[src/rtl/reduce_nway_seq.sv]
// reduce_nway_seq: sequential N-way OR/AND/XOR/NOR reduction with
// lowest-set-bit index, LANE bits per cycle, valid/ready on both sides.
module reduce_nway_seq #(
   parameter int WIDTH = 64,
   parameter int LANE  = 8,
   localparam int CHUNKS = WIDTH / LANE,
   localparam int IDXW = (WIDTH > 1) ? $clog2(WIDTH) : 1
) (
   input  logic             clk,
   input  logic             reset,
   input  logic             in_valid,
   output logic             in_ready,
   input  logic [WIDTH-1:0] in,
   input  logic [1:0]       op,
   output logic             out_valid,
   input  logic             out_ready,
   output logic             out,
   output logic             found,
   output logic [IDXW-1:0]  first_idx
);

   localparam int CW = (CHUNKS > 1) ? $clog2(CHUNKS) : 1;
   localparam int LW = (LANE > 1) ? $clog2(LANE) : 1;

   localparam logic [1:0] OP_AND = 2'b01;
   localparam logic [1:0] OP_XOR = 2'b10;
   localparam logic [1:0] OP_NOR = 2'b11;

   typedef enum logic [1:0] {
      IDLE,
      BUSY,
      DONE
   } state_t;

   state_t           state;
   logic [WIDTH-1:0] sh;
   logic [1:0]       opr;
   logic             acc;
   logic [CW-1:0]    cnt;
   logic [IDXW-1:0]  base;

   logic [LANE-1:0]  chunk;
   logic             acc_n;
   logic [LW-1:0]    lo;
   logic             last;

   assign in_ready = (state == IDLE);
   assign chunk    = sh[LANE-1:0];
   assign last     = (cnt == CW'(CHUNKS - 1));

   // fold the current chunk into the running reduction
   always_comb begin
      acc_n = acc;
      unique case (opr)
         OP_AND:  acc_n = acc & (&chunk);
         OP_XOR:  acc_n = acc ^ (^chunk);
         default: acc_n = acc | (|chunk);
      endcase
   end

   // position of the lowest set bit inside the current chunk
   always_comb begin
      lo = '0;
      for (int i = LANE - 1; i >= 0; i--) begin
         if (chunk[i]) lo = LW'(i);
      end
   end

   // control FSM with registered datapath and outputs
   always_ff @(posedge clk) begin
      if (reset) begin
         state     <= IDLE;
         sh        <= '0;
         opr       <= '0;
         acc       <= 1'b0;
         cnt       <= '0;
         base      <= '0;
         out       <= 1'b0;
         out_valid <= 1'b0;
         found     <= 1'b0;
         first_idx <= '0;
      end else begin
         unique case (state)
            IDLE: begin
               if (in_valid) begin
                  sh        <= in;
                  opr       <= op;
                  acc       <= (op == OP_AND);
                  cnt       <= '0;
                  base      <= '0;
                  found     <= 1'b0;
                  first_idx <= '0;
                  state     <= BUSY;
               end
            end
            BUSY: begin
               acc  <= acc_n;
               sh   <= sh >> LANE;
               cnt  <= cnt + CW'(1);
               base <= base + IDXW'(LANE);
               if (!found && (|chunk)) begin
                  found     <= 1'b1;
                  first_idx <= base + IDXW'(lo);
               end
               if (last) begin
                  out       <= (opr == OP_NOR) ? ~acc_n : acc_n;
                  out_valid <= 1'b1;
                  state     <= DONE;
               end
            end
            DONE: begin
               if (out_ready) begin
                  out_valid <= 1'b0;
                  state     <= IDLE;
               end
            end
            default: state <= IDLE;
         endcase
      end
   end

endmodule
[config.mk]
export PLATFORM = sky130hd
export DESIGN_NAME = reduce_nway_seq
export DESIGN_NICKNAME = d
export VERILOG_FILES = /design/src/rtl/reduce_nway_seq.sv
export SDC_FILE = /design/constraint.sdc
export NUM_CORES = 1
export LEC_CHECK = 0
export CORE_ASPECT_RATIO = 0.75
export CORE_MARGIN = 3
export CORE_UTILIZATION = 46
export DETAILED_ROUTE_END_ITERATION = 10
export GPL_TIMING_DRIVEN = 1
export MAX_ROUTING_LAYER = met4
export PLACE_DENSITY = 0.78
export SLEW_MARGIN = 30
export SYNTH_ARGS = -nofsm -noshare
export SYNTH_HDL_FRONTEND = slang
export SYNTH_SLANG_ARGS = --single-unit
export TNS_END_PERCENT = 30
[constraint.sdc]
create_clock -name clk -period 2.2 [get_ports clk]
set_clock_uncertainty 0.15 [all_clocks]
set_input_delay 0.33 -clock clk [delete_from_list [all_inputs] [get_ports clk]]
set_output_delay 0.33 -clock clk [all_outputs]
set_load 0.02 [all_outputs]
# Word-level counts from Yosys, hierarchy flattened
# Index checks and enable logic that the tools add are counted.
# classes
n_mux,30
n_bitwise,4
n_reduce_logical,14
add_sub_neg,3
eq_ne,11
# ops
cell,n
one-hot mux 64 bit (2 select lines),1
2-to-1 mux 64 bit,1
2-to-1 mux 3 bit,9
one-hot mux 6 bit (2 select lines),2
2-to-1 mux 6 bit,2
AND reduction 3 bit,3
inequality test 2 bit (second input constant),4
one-hot mux 1 bit (2 select lines),4
AND reduction 8 bit,1
OR reduction 8 bit,1
parity 8 bit,1
adder 6 x 3 -> 6 bit,1
adder 6 x 4 -> 6 bit (second input constant),1
equality test 2 x 1 -> 1 bit (second input constant),3
equality test 2 bit (second input constant),3
2-to-1 mux 1 bit,6
2-to-1 mux 2 bit,3
one-hot mux 2 bit (3 select lines),1
one-hot mux 3 bit (2 select lines),1
AND reduction 2 bit,3
nonzero test 2 bit,2
adder 3 x 1 -> 3 bit (second input constant),1
equality test 3 bit (second input constant),1
zero test 2 bit,1
other kinds (6),6
# totals
inputBits,70
regBits,87

# Logic depth before layout (Yosys ltp)
# Gate-level depths: netlist of run 1.
# logic_depth
depth_word,11
ltp_mapped,9
mapped_depth_nobuf,9

# Worst setup path before layout of run 1
# No wires, ideal clock.
# synth_path
kind,register -> register
from,reg sh[6]
to,reg out
n_path_buf,0
arrival_ns,1.807
path_slack_ns,0.152
synth_period_minus_slack_ns,2.048
path_stages_with_launch,8
t_required_ns,1.959
cell_sequence,dfxtp_1 inv_1 ha_1 xnor3_1 xnor2_1 a211oi_1 or3_1 a311oi_1
# synth_via
elab_chain_cells,5
# synth_rtl
item,line,rtl
"start, declared",36,logic [WIDTH-1:0] sh;
"start signal, assigned",86,sh <= in;
"start signal, assigned",98,sh <= sh >> LANE;
OR reduction 8 bit (tied with other cells),57,default: acc_n = acc | (|chunk);
OR 1 bit (tied with other cells),57,
one-hot mux 1 bit (2 select lines) *,54,unique case (opr)
NOT 1 bit,106,out <= (opr == OP_NOR) ? ~acc_n : acc_n;
2-to-1 mux 1 bit *,106,
"end signal, assigned",106,
"end, declared",17,"output logic out,"
# Every way passes the cells marked *; elsewhere a longest branch is shown, timed or not.
# A chain may end at the register's enable or synchronous reset.

# Final worst setup path of run 1
# layout_path
from,reg sh[4]
to,reg out
# Same word-level chain as after synthesis.

==> results.sh, run 1 <==
export IMPL_yosysWarningCount=0
export IMPL_rr_startpoint="sh[4]"
export IMPL_hp_class="register to register"
export IMPL_leakage_nw=1.898
export IMPL_post_drt_wl_per_cell_um=15.27
export IMPL_post_place_ws_ps=-15.54
export IMPL_cp_end_kind="register"
export IMPL_die_w_um=110.3
export IMPL_layout_common_cells="nand2_1 (120), dfxtp_1 (79), clkdlybuf4s50_1 (78)"
export IMPL_synth_area_um2=3754
export IMPL_initial_utilization_pct=49.16
export IMPL_h_tree_depth=3
export IMPL_dp_hpwl_um=6755
export IMPL_clock_sinks=84
export IMPL_critPathSlowestCell="dfxtp_1"
export IMPL_ys_flop_type="dfxtp_1"
export IMPL_cts_max_path_buffers=2
export IMPL_ios=80
export IMPL_grt_busiest_layer="met1"
export IMPL_cp_top_family="flip-flops"
export IMPL_synth_xor_xnor_area_share_pct=1.767
export IMPL_rows=27
export IMPL_synth_top_family_by_area="simple AND/OR/NAND/NOR gates"
export IMPL_maxSlewViolCount=0
export IMPL_die_area_um2=9291
export IMPL_cts_root_buf="clkbuf_8"
export IMPL_wl_um=9896
export IMPL_cts_setup_buffers=0
export IMPL_num_fill_cells=650
export IMPL_crit_arrival_ps=2230
export IMPL_synthCells=474
export IMPL_min_path_cells=2
export IMPL_antenna_found_initial=0
export IMPL_fin_setup_tns_ps=0
export IMPL_num_nets_final=628
export IMPL_period_minus_slack_ps=2113
export IMPL_fin_hold_ws_ps=316.4
export IMPL_path_buf_inv=1
export IMPL_timing_slew_headroom_pct=61.62
export IMPL_drt_iter0_drc=240
export IMPL_fp_dieH_um=84.23
export IMPL_dr_pass1_iters=5
export IMPL_numCtsBuffers=9
export IMPL_ys_ff_latch=84
export IMPL_worst_path_stages=7
export IMPL_met3_usage_pct=5.534
export IMPL_post_route_cell_area_um2=4985
export IMPL_min_delay_start="sh[8]"
export IMPL_syn_area_per_cell_um2=7.919
export IMPL_ant_nets=0
export IMPL_maxCapViolations=0
export IMPL_finalNonFillerCells=648
export IMPL_fin_util_pct=65.29
export IMPL_worstMarginPinSlew_ps=575.7
export IMPL_n_antenna_cell=0
export IMPL_cpPeakStageDelay_ps=380
export IMPL_cp_startpoint="sh[4]"
export IMPL_crit_fanout=4
export IMPL_gr_usage_met1_pct=31.94
export IMPL_seq_area_frac_synth_pct=44.80
export IMPL_numPortBuffers=79
export IMPL_grt_max_degree=65
export IMPL_status="finished clean"
export IMPL_irDropWorstVdd_v=0.0003156
export IMPL_vias_per_cell=5.471
export IMPL_area_delta_synth_final_pct=32.80
export IMPL_synth_nets=560
export IMPL_hold_viol=0
export IMPL_cts_tree="yes"
export IMPL_ys_types=32
export IMPL_fin_ws_ps=87.14
export IMPL_dr_total_vias=3545
export IMPL_max_freq_mhz=473.3
export IMPL_powerDensity_nw_per_um2=724.5
export IMPL_synth_simple_area_share_pct=23.10
export IMPL_synth_compound_area_share_pct=19.50
export IMPL_gr_usage_all_layers_pct=21.64
export IMPL_synthMuxAreaShare_pct=0.2667
export IMPL_met2_usage_pct=29.74
export IMPL_critical_path_required_ps=2310
export IMPL_synthAdderAreaFrac_pct=5.333
export IMPL_async_reset_ff_share_pct=0
export IMPL_final_common_cell="nand2_1"
export IMPL_ctsHoldBuffers=0
export IMPL_synth_enable_flop_cells=0
export IMPL_clk_pin_slew_ps=90
export IMPL_drc_errors=0
export IMPL_grt_pass1_vias=3265
export IMPL_drive_gt1_share_pct=8.592
export IMPL_p_total_mw=3.611
export IMPL_finalWeightedCongestion=0.8281
export IMPL_dpl_cell_count=632
export IMPL_critical_path_cell_chain="inv_1 > ha_1 > xor2_2 > xnor2_2 > a211oi_2 > or3_1 > a311oi_1"
export IMPL_post_route_period_util_pct=96.04
export IMPL_clk_latency_ps=350
export IMPL_setup_violations=0
export IMPL_core_um2=7635
export IMPL_worstSetupStartpointType="register"
export IMPL_r2r_cells=7
export IMPL_grt_overflow=0
export IMPL_worstSetupPathType="register to register"
export IMPL_grt_pass1_wl_um=15560
export IMPL_dpl_cell_area_um2=4721
[logic make-up after synthesis]
family / after synthesis
flops: 84
xor+xnor: 6
compound gates: 104
simple gates: 213
buf+inv: 49
other cells: 1
fa+ha+maj: 16
mux: 1
[timing repair]
action                                  CTS  global route
resized for setup                         2             8
pin swaps                                 1             4
endpoints found under the setup margin    1             2
[Yosys cell counts, types with 2 or more instances]
library cell | instances | area (µm²)
a21oi_1 | 39 | 195.2
dfxtp_1 | 84 | 1682
o21ai_0 | 2 | 10.01
buf_1 | 6 | 22.52
nand2b_1 | 2 | 12.51
clkbuf_1 | 25 | 93.84
or3_1 | 2 | 12.51
a311oi_1 | 44 | 385.4
nor3_1 | 6 | 30.03
nand2_1 | 121 | 454.2
a22oi_1 | 13 | 97.59
ha_1 | 16 | 200.2
nor2_1 | 57 | 214.0
a211oi_1 | 4 | 30.03
xor2_1 | 4 | 35.03
inv_1 | 11 | 41.29
buf_2 | 7 | 35.03
nand3_1 | 17 | 85.08
[final cells by class]
cell class	instances	area, µm²	share of cell area, %
Multi-Input combinational cell	341	1923	38.58
Sequential cell	84	1688	33.86
Timing Repair Buffer	95	980.9	19.68
Clock buffer	11	141.4	2.836
Tap cell	101	126.4	2.535
Clock inverter	5	83.83	1.682
Inverter	11	41.29	0.8283
[power breakdown]
part / internal (mW) / total [mW] / switching [mW]
clock: 0.675 / 1.24 / 0.569
combinational: 0.330 / 0.668 / 0.338
sequential: 1.63 / 1.70 / 0.0681
total: 2.64 / 3.61 / 0.975
[final timing paths]
kind         endpoint  slack, ps
max               out         90
min             sh[8]        320
max reg2reg       out         90
min reg2reg     sh[8]        320
[sequential cells by signal, indices dropped and copies added, names as in the netlist]
signal and flops:
opr 2, state 2, first_idx 6, cnt 3
out_valid 1, found 1, base 3, out 1
acc 1, sh 64
[worst register-to-register path: cells and delay by family, from the launching register on]
kind	cells	cell delay, ps
AOI/OAI and AO/OA	2	360
xor gates and xnor gates	2	370
buffers and inverters	1	80
DFF	1	380
adders and majority gates	1	330
and+or+nand+nor	1	350
[routing by layer]
metal	routed length (µm)	share of wire, %
met5	0	0
met4	77	0.78
met3	713	7.2
met2	4187	42
met1	4917	50
(Power assumes the default switching activity.)
==> run 2: changes to the inputs <==
--- a/config.mk
+++ b/config.mk
@@ -7,11 +7,13 @@
 export LEC_CHECK = 0
 export CORE_ASPECT_RATIO = 0.75
 export CORE_MARGIN = 3
-export CORE_UTILIZATION = 46
+export CORE_UTILIZATION = 57
 export DETAILED_ROUTE_END_ITERATION = 10
+export DONT_BUFFER_PORTS = 1
 export GPL_TIMING_DRIVEN = 1
 export MAX_ROUTING_LAYER = met4
-export PLACE_DENSITY = 0.78
+export PLACE_DENSITY = 0.77
+export RECOVER_POWER = 100
 export SLEW_MARGIN = 30
 export SYNTH_ARGS = -nofsm -noshare
 export SYNTH_HDL_FRONTEND = slang
==> run 2 against run 1 <==
  * Routed wire length decreased by 3.7%
  * Combinational power decreased by 18%
  * Die area decreased by 18%
  * First-iteration DRC count decreased by 12%
  * Final area decreased by 7.9%
  * Final cell count decreased by 8.6%
  * Via count decreased by 3.2%
  * Register-to-register slack got worse by 50 ps
  * Critical endpoint unchanged
  * Critical path depth unchanged
  * Sequential share of layout area increased by 3.0 points
  * Maximum frequency decreased by 2.3%
  * Flip-flop and latch count unchanged
==> results.sh, run 2 (same netlist as run 1, synthesis figures left out) <==
export IMPL_timing_slew_headroom_pct=61.85
export IMPL_finalNonFillerCells=592
export IMPL_dp_hpwl_um=5885
export IMPL_grt_pass1_wl_um=16040
export IMPL_cts_root_buf="clkbuf_8"
export IMPL_fin_util_pct=75.31
export IMPL_critical_path_required_ps=2300
export IMPL_fin_setup_tns_ps=0
export IMPL_numPortBuffers=0
export IMPL_crit_arrival_ps=2260
export IMPL_cp_end_kind="register"
export IMPL_path_buf_inv=1
export IMPL_numCtsBuffers=9
export IMPL_area_delta_synth_final_pct=22.30
export IMPL_powerDensity_nw_per_um2=745.0
export IMPL_drc_errors=0
export IMPL_finalWeightedCongestion=0.8964
export IMPL_post_route_period_util_pct=98.31
export IMPL_worstMarginPinSlew_ps=570.1
export IMPL_hold_viol=0
export IMPL_reg_top3="sh: 64 flops, first_idx: 6 flops"
export IMPL_min_delay_start="in[32]"
export IMPL_period_minus_slack_ps=2163
export IMPL_clock_sinks=84
export IMPL_post_route_cell_area_um2=4591
export IMPL_core_um2=6096
export IMPL_clk_latency_ps=350
export IMPL_rr_startpoint="sh[1]"
export IMPL_largest_register_ffs=64
export IMPL_hold_end="sh[32]"
export IMPL_n_antenna_cell=0
export IMPL_final_common_cell="nand2_1"
export IMPL_dpl_cell_area_um2=3824
export IMPL_fin_ws_ps=37.26
export IMPL_dpl_cell_count=524
export IMPL_fin_hold_ws_ps=15.12
export IMPL_h_tree_depth=3
export IMPL_rr_endpoint="out"
export IMPL_r2r_cells=7
export IMPL_cts_tree="yes"
export IMPL_layout_common_cells="nand2_1 (120), dfxtp_1 (78), nor2_1 (57)"
export IMPL_critical_path_cell_chain="inv_1 > ha_4 > xnor3_1 > xnor2_1 > a211oi_2 > or3_1 > a311oi_2"
export IMPL_grt_max_degree=85
export IMPL_maxCapViolations=0
export IMPL_cts_max_path_buffers=2
export IMPL_cp_top_family="XOR/XNOR gates"
export IMPL_maxSlewViolCount=0
export IMPL_critPathSlowestCell="or3_1"
export IMPL_fp_dieH_um=76.28
export IMPL_min_path_cells=2
export IMPL_cpPeakStageDelay_ps=370
export IMPL_gr_usage_all_layers_pct=26.64
export IMPL_antenna_found_initial=0
export IMPL_rows=24
export IMPL_grt_pass1_vias=3329
export IMPL_status="finished clean"
export IMPL_max_freq_mhz=462.4
export IMPL_drive_gt1_share_pct=7.782
export IMPL_die_area_um2=7605
export IMPL_vias_per_cell=5.797
export IMPL_worstSetupStartpointType="register"
export IMPL_num_nets_final=596
export IMPL_drt_iter0_drc=212
export IMPL_grt_setup_unrepaired="yes"
export IMPL_wl_um=9533
export IMPL_rrSetupSlack_ps=40
export IMPL_clk_pin_slew_ps=80
export IMPL_initial_utilization_pct=61.58
export IMPL_post_place_ws_ps=-25.38
export IMPL_leakage_nw=1.763
export IMPL_grt_overflow=0
export IMPL_dr_total_vias=3432
export IMPL_irDropWorstVdd_v=0.0004028
export IMPL_post_drt_wl_per_cell_um=16.10
export IMPL_die_w_um=99.71
export IMPL_hp_class="input pin to register"
export IMPL_crit_fanout=3
export IMPL_largest_register="sh"
export IMPL_ios=80
export IMPL_p_total_mw=3.420
export IMPL_dr_pass1_iters=5
export IMPL_worstSetupPathType="register to register"
export IMPL_ant_nets=0
export IMPL_setup_violations=0
[run 2: final cells by class]
type	count	area [µm²]
Timing Repair Buffer	63	645.6
Inverter	11	41.29
Fill cell	461	1505
Sequential cell	84	1692
Tap cell	78	97.59
Clock inverter	5	77.57
Clock buffer	10	127.6
Multi-Input combinational cell	341	1909
[run 2: worst max-delay path by stage]
stage | from | endpoint | slack, ps | depth (start not counted)
3_3_place_gp | sh[6] | out | 90 | 7
4_1_cts | sh[0] | out | 30 | 7
2_1_floorplan | sh[6] | out | 150 | 7
5_1_grt | sh[1] | out | -70 | 7
3_5_place_dp | sh[6] | out | -30 | 7
6_report | sh[1] | out | 40 | 7
[run 2: timing repair]
action | 4_1_cts | 5_1_grt
setup endpoints to repair | 1 | 9
hold buffers | 52 | 0
setup buffers | 1 | 0
gates resized for setup | 6 | 6
hold endpoints to repair | 84 | 0
pin swaps | 5 | 1
[run 2: report_power, final]
group	internal [mW]	leakage (nW)	switching, mW
sequential	1.63	0.694	0.0834
clock	0.630	0.102	0.526
combinational	0.247	0.967	0.303
[run 2: per-layer routing]
layer | global-route usage [%] | part of all wire (%) | routed length, µm | vias up
met2 | 40.41 | 47 | 4444 | 107
met3 | 5.947 | 6.0 | 574 | 13
met1 | 35.65 | 46 | 4397 | 1597
li1 | - | - | - | 1715
met5 | - | 0 | 0 | -
met4 | 7.640 | 1.2 | 116 | 0
[run 2: worst register-to-register path, stage by stage, from the launching register on]
cell,delay (ps)
dfxtp_2,340
inv_1,60
ha_4,240
xnor3_1,340
xnor2_1,180
a211oi_2,100
or3_1,380
a311oi_2,290
==> run 3: changes to the inputs <==
--- a/config.mk
+++ b/config.mk
@@ -11,6 +11,7 @@
 export DETAILED_ROUTE_END_ITERATION = 10
 export DONT_BUFFER_PORTS = 1
 export GPL_TIMING_DRIVEN = 1
+export HOLD_SLACK_MARGIN = 0.15
 export MAX_ROUTING_LAYER = met4
 export PLACE_DENSITY = 0.77
 export RECOVER_POWER = 100
==> run 3 against run 2 <==
  * The flow now finishes with violations (setup timing)
  * Largest cell class unchanged
  * Setup slack got worse by 39 ps
  * First-iteration DRC count increased by 1.9%
  * Clock power about the same
  * Register-to-register slack got worse by 40 ps
  * Final area increased by 3.9%
  * Global-route usage increased by 0.90 points
  * Via count increased by 2.1%
  * Critical endpoint unchanged
  * Sequential power about the same
  * Combinational power increased by 6.0%
  * Total power increased by 1.2%
  * Clock-buffer cell count unchanged
  * Flip-flop and latch count unchanged
==> results.sh, run 3 (same netlist as run 1, synthesis figures left out) <==
export IMPL_powerDensity_nw_per_um2=725.8
export IMPL_post_route_period_util_pct=100.1
export IMPL_clk_pin_slew_ps=80
export IMPL_post_drt_wl_per_cell_um=16.44
export IMPL_swShare_pct=26.89
export IMPL_die_w_um=99.71
export IMPL_crit_arrival_ps=2300
export IMPL_multi_input_area_um2=1908
export IMPL_clock_sinks=84
export IMPL_clockPowerShare_pct=33.6
export IMPL_switchingPower_mw=0.9312
export IMPL_finalNonFillerCells=609
export IMPL_antenna_found_initial=0
export IMPL_largest_register_ffs=64
export IMPL_reg_top3="sh: 64 flops, first_idx: 6 flops"
export IMPL_numCtsBuffers=9
export IMPL_irDropWorstVdd_v=0.0004236
export IMPL_fp_dieH_um=76.28
export IMPL_maxCapViolations=0
export IMPL_worstMarginPinSlew_ps=541.4
export IMPL_ant_nets=0
export IMPL_vias_per_cell=5.755
export IMPL_final_common_cell="nand2_1"
export IMPL_num_fill_cells=431
export IMPL_p_comb_share_pct=16.8
export IMPL_cts_max_path_buffers=2
export IMPL_seq_area_um2=1693
export IMPL_max_freq_mhz=454.2
export IMPL_initial_utilization_pct=61.58
export IMPL_area_delta_synth_final_pct=27.10
export IMPL_grt_overflow=0
export IMPL_period_minus_slack_ps=2202
export IMPL_rows=24
export IMPL_rr_endpoint="out"
export IMPL_crit_fanout=3
export IMPL_cp_startpoint="sh[1]"
export IMPL_core_um2=6096
export IMPL_timing_slew_headroom_pct=63.90
export IMPL_dr_pass1_iters=7
export IMPL_rr_startpoint="sh[1]"
export IMPL_cp_end_kind="register"
export IMPL_num_nets_final=613
export IMPL_cts_tree="yes"
export IMPL_crit_end="out"
export IMPL_grt_max_degree=85
export IMPL_worstSetupStartpointType="register"
export IMPL_rrSetupSlack_ps=-2
export IMPL_dpl_cell_count=524
export IMPL_r2r_cells=7
export IMPL_wl_um=10010
export IMPL_dp_hpwl_um=5885
export IMPL_n_antenna_cell=0
export IMPL_cts_root_buf="clkbuf_8"
export IMPL_power_internal_mw=2.531
export IMPL_h_tree_depth=3
export IMPL_grt_setup_unrepaired="yes"
export IMPL_numPortBuffers=0
export IMPL_maxSlewViolCount=0
export IMPL_clk_latency_ps=350
export IMPL_gr_usage_all_layers_pct=27.54
export IMPL_finalWeightedCongestion=0.8964
export IMPL_die_area_um2=7605
export IMPL_drive_gt1_share_pct=7.721
export IMPL_fin_setup_tns_ps=-1.669
export IMPL_layout_common_cells="nand2_1 (121), dfxtp_1 (77), dlygate4sd3_1 (68)"
export IMPL_seqPwrFrac_pct=49.6
export IMPL_leakage_nw=1.841
export IMPL_dr_total_vias=3505
export IMPL_status="finished with violations"
export IMPL_drt_iter0_drc=216
export IMPL_worstSetupPathType="register to register"
export IMPL_hp_class="input pin to register"
export IMPL_drc_errors=0
export IMPL_largest_register="sh"
export IMPL_ios=80
export IMPL_grt_pass1_wl_um=16570
export IMPL_fin_ws_ps=-1.669
export IMPL_violations="setup timing"
export IMPL_setup_violations=1
export IMPL_critical_path_required_ps=2300
export IMPL_grt_pass1_vias=3410
export IMPL_hold_viol=0
## run 3: repair_timing
item | 4_1_cts | 5_1_grt
setup buffers | 1 | 0
gates resized for setup | 6 | 7
pin swaps | 5 | 1
hold buffers | 69 | 0
endpoints found under the setup margin | 1 | 8
hold endpoints to repair | 84 | 0
## run 3: stage by stage
| stage | utilization [%] | total power [mW] | cell area, µm² | hold slack (ps) | worst slack (ps) |
|---|---|---|---|---|---|
| finish | 78.26 | 3.463 | 4771 | 202.6 | -1.669 |
| detailed placement | 62.73 | 2.182 | 3824 | 258.9 | -25.38 |
| floorplan | - | 2.083 | 3754 | 286.8 | 152.1 |
| CTS | 78.22 | 3.461 | 4768 | 184.8 | 32.52 |
| global placement | 62.73 | 2.164 | 3824 | 259.5 | 85.27 |
| global route | 78.26 | 3.635 | 4771 | 218.8 | -96.60 |
## run 3: how the worst min path moves through the flow
| stage | from | end | slack (ps) | depth (start not counted) |
|---|---|---|---|---|
| floorplan | sh[10] | sh[10] | 290 | 2 |
| global placement | reset | sh[32] | 260 | 1 |
| detailed placement | reset | sh[10] | 260 | 1 |
| CTS | op[1] | acc | 180 | 3 |
| global route | op[1] | acc | 220 | 3 |
| finish | op[1] | acc | 200 | 3 |
## run 3: routing by layer
layer | vias up | global-route usage, % | part of all wire (%)
met3 | 17 | 5.581 | 7.0
met5 | - | - | 0
met2 | 129 | 42.08 | 47
met1 | 1608 | 36.67 | 44
met4 | 0 | 8.595 | 1.7
li1 | 1751 | - | -
## run 3: area by class of cell
| type | instances | share of cell area [%] |
|---|---|---|
| clock buffers | 10 | 2.675 |
| clock inverters | 5 | 1.626 |
| repair buffers | 80 | 17.31 |
| well taps | 78 | 2.046 |
| inverters | 11 | 0.8655 |
| multi-input cells | 341 | 39.99 |
| flip-flops and latches | 84 | 35.48 |
## run 3: power by group through the flow
stage / Combinational (mW) / Sequential, mW / Clock [mW]
after global routing: 0.650 / 1.73 / 1.25
after global placement: 0.420 / 1.74 / 0
after floorplan: 0.357 / 1.73 / 0
after CTS: 0.573 / 1.71 / 1.18
final: 0.583 / 1.72 / 1.16
after detailed placement: 0.433 / 1.75 / 0
## run 3: critical path: stages (launching register included)
cell and delay [ps]:
dfxtp_2 340, inv_1 70, ha_4 240, xnor3_1 340, xnor2_1 180, a211oi_2 100, or3_1 390, a311oi_2 300
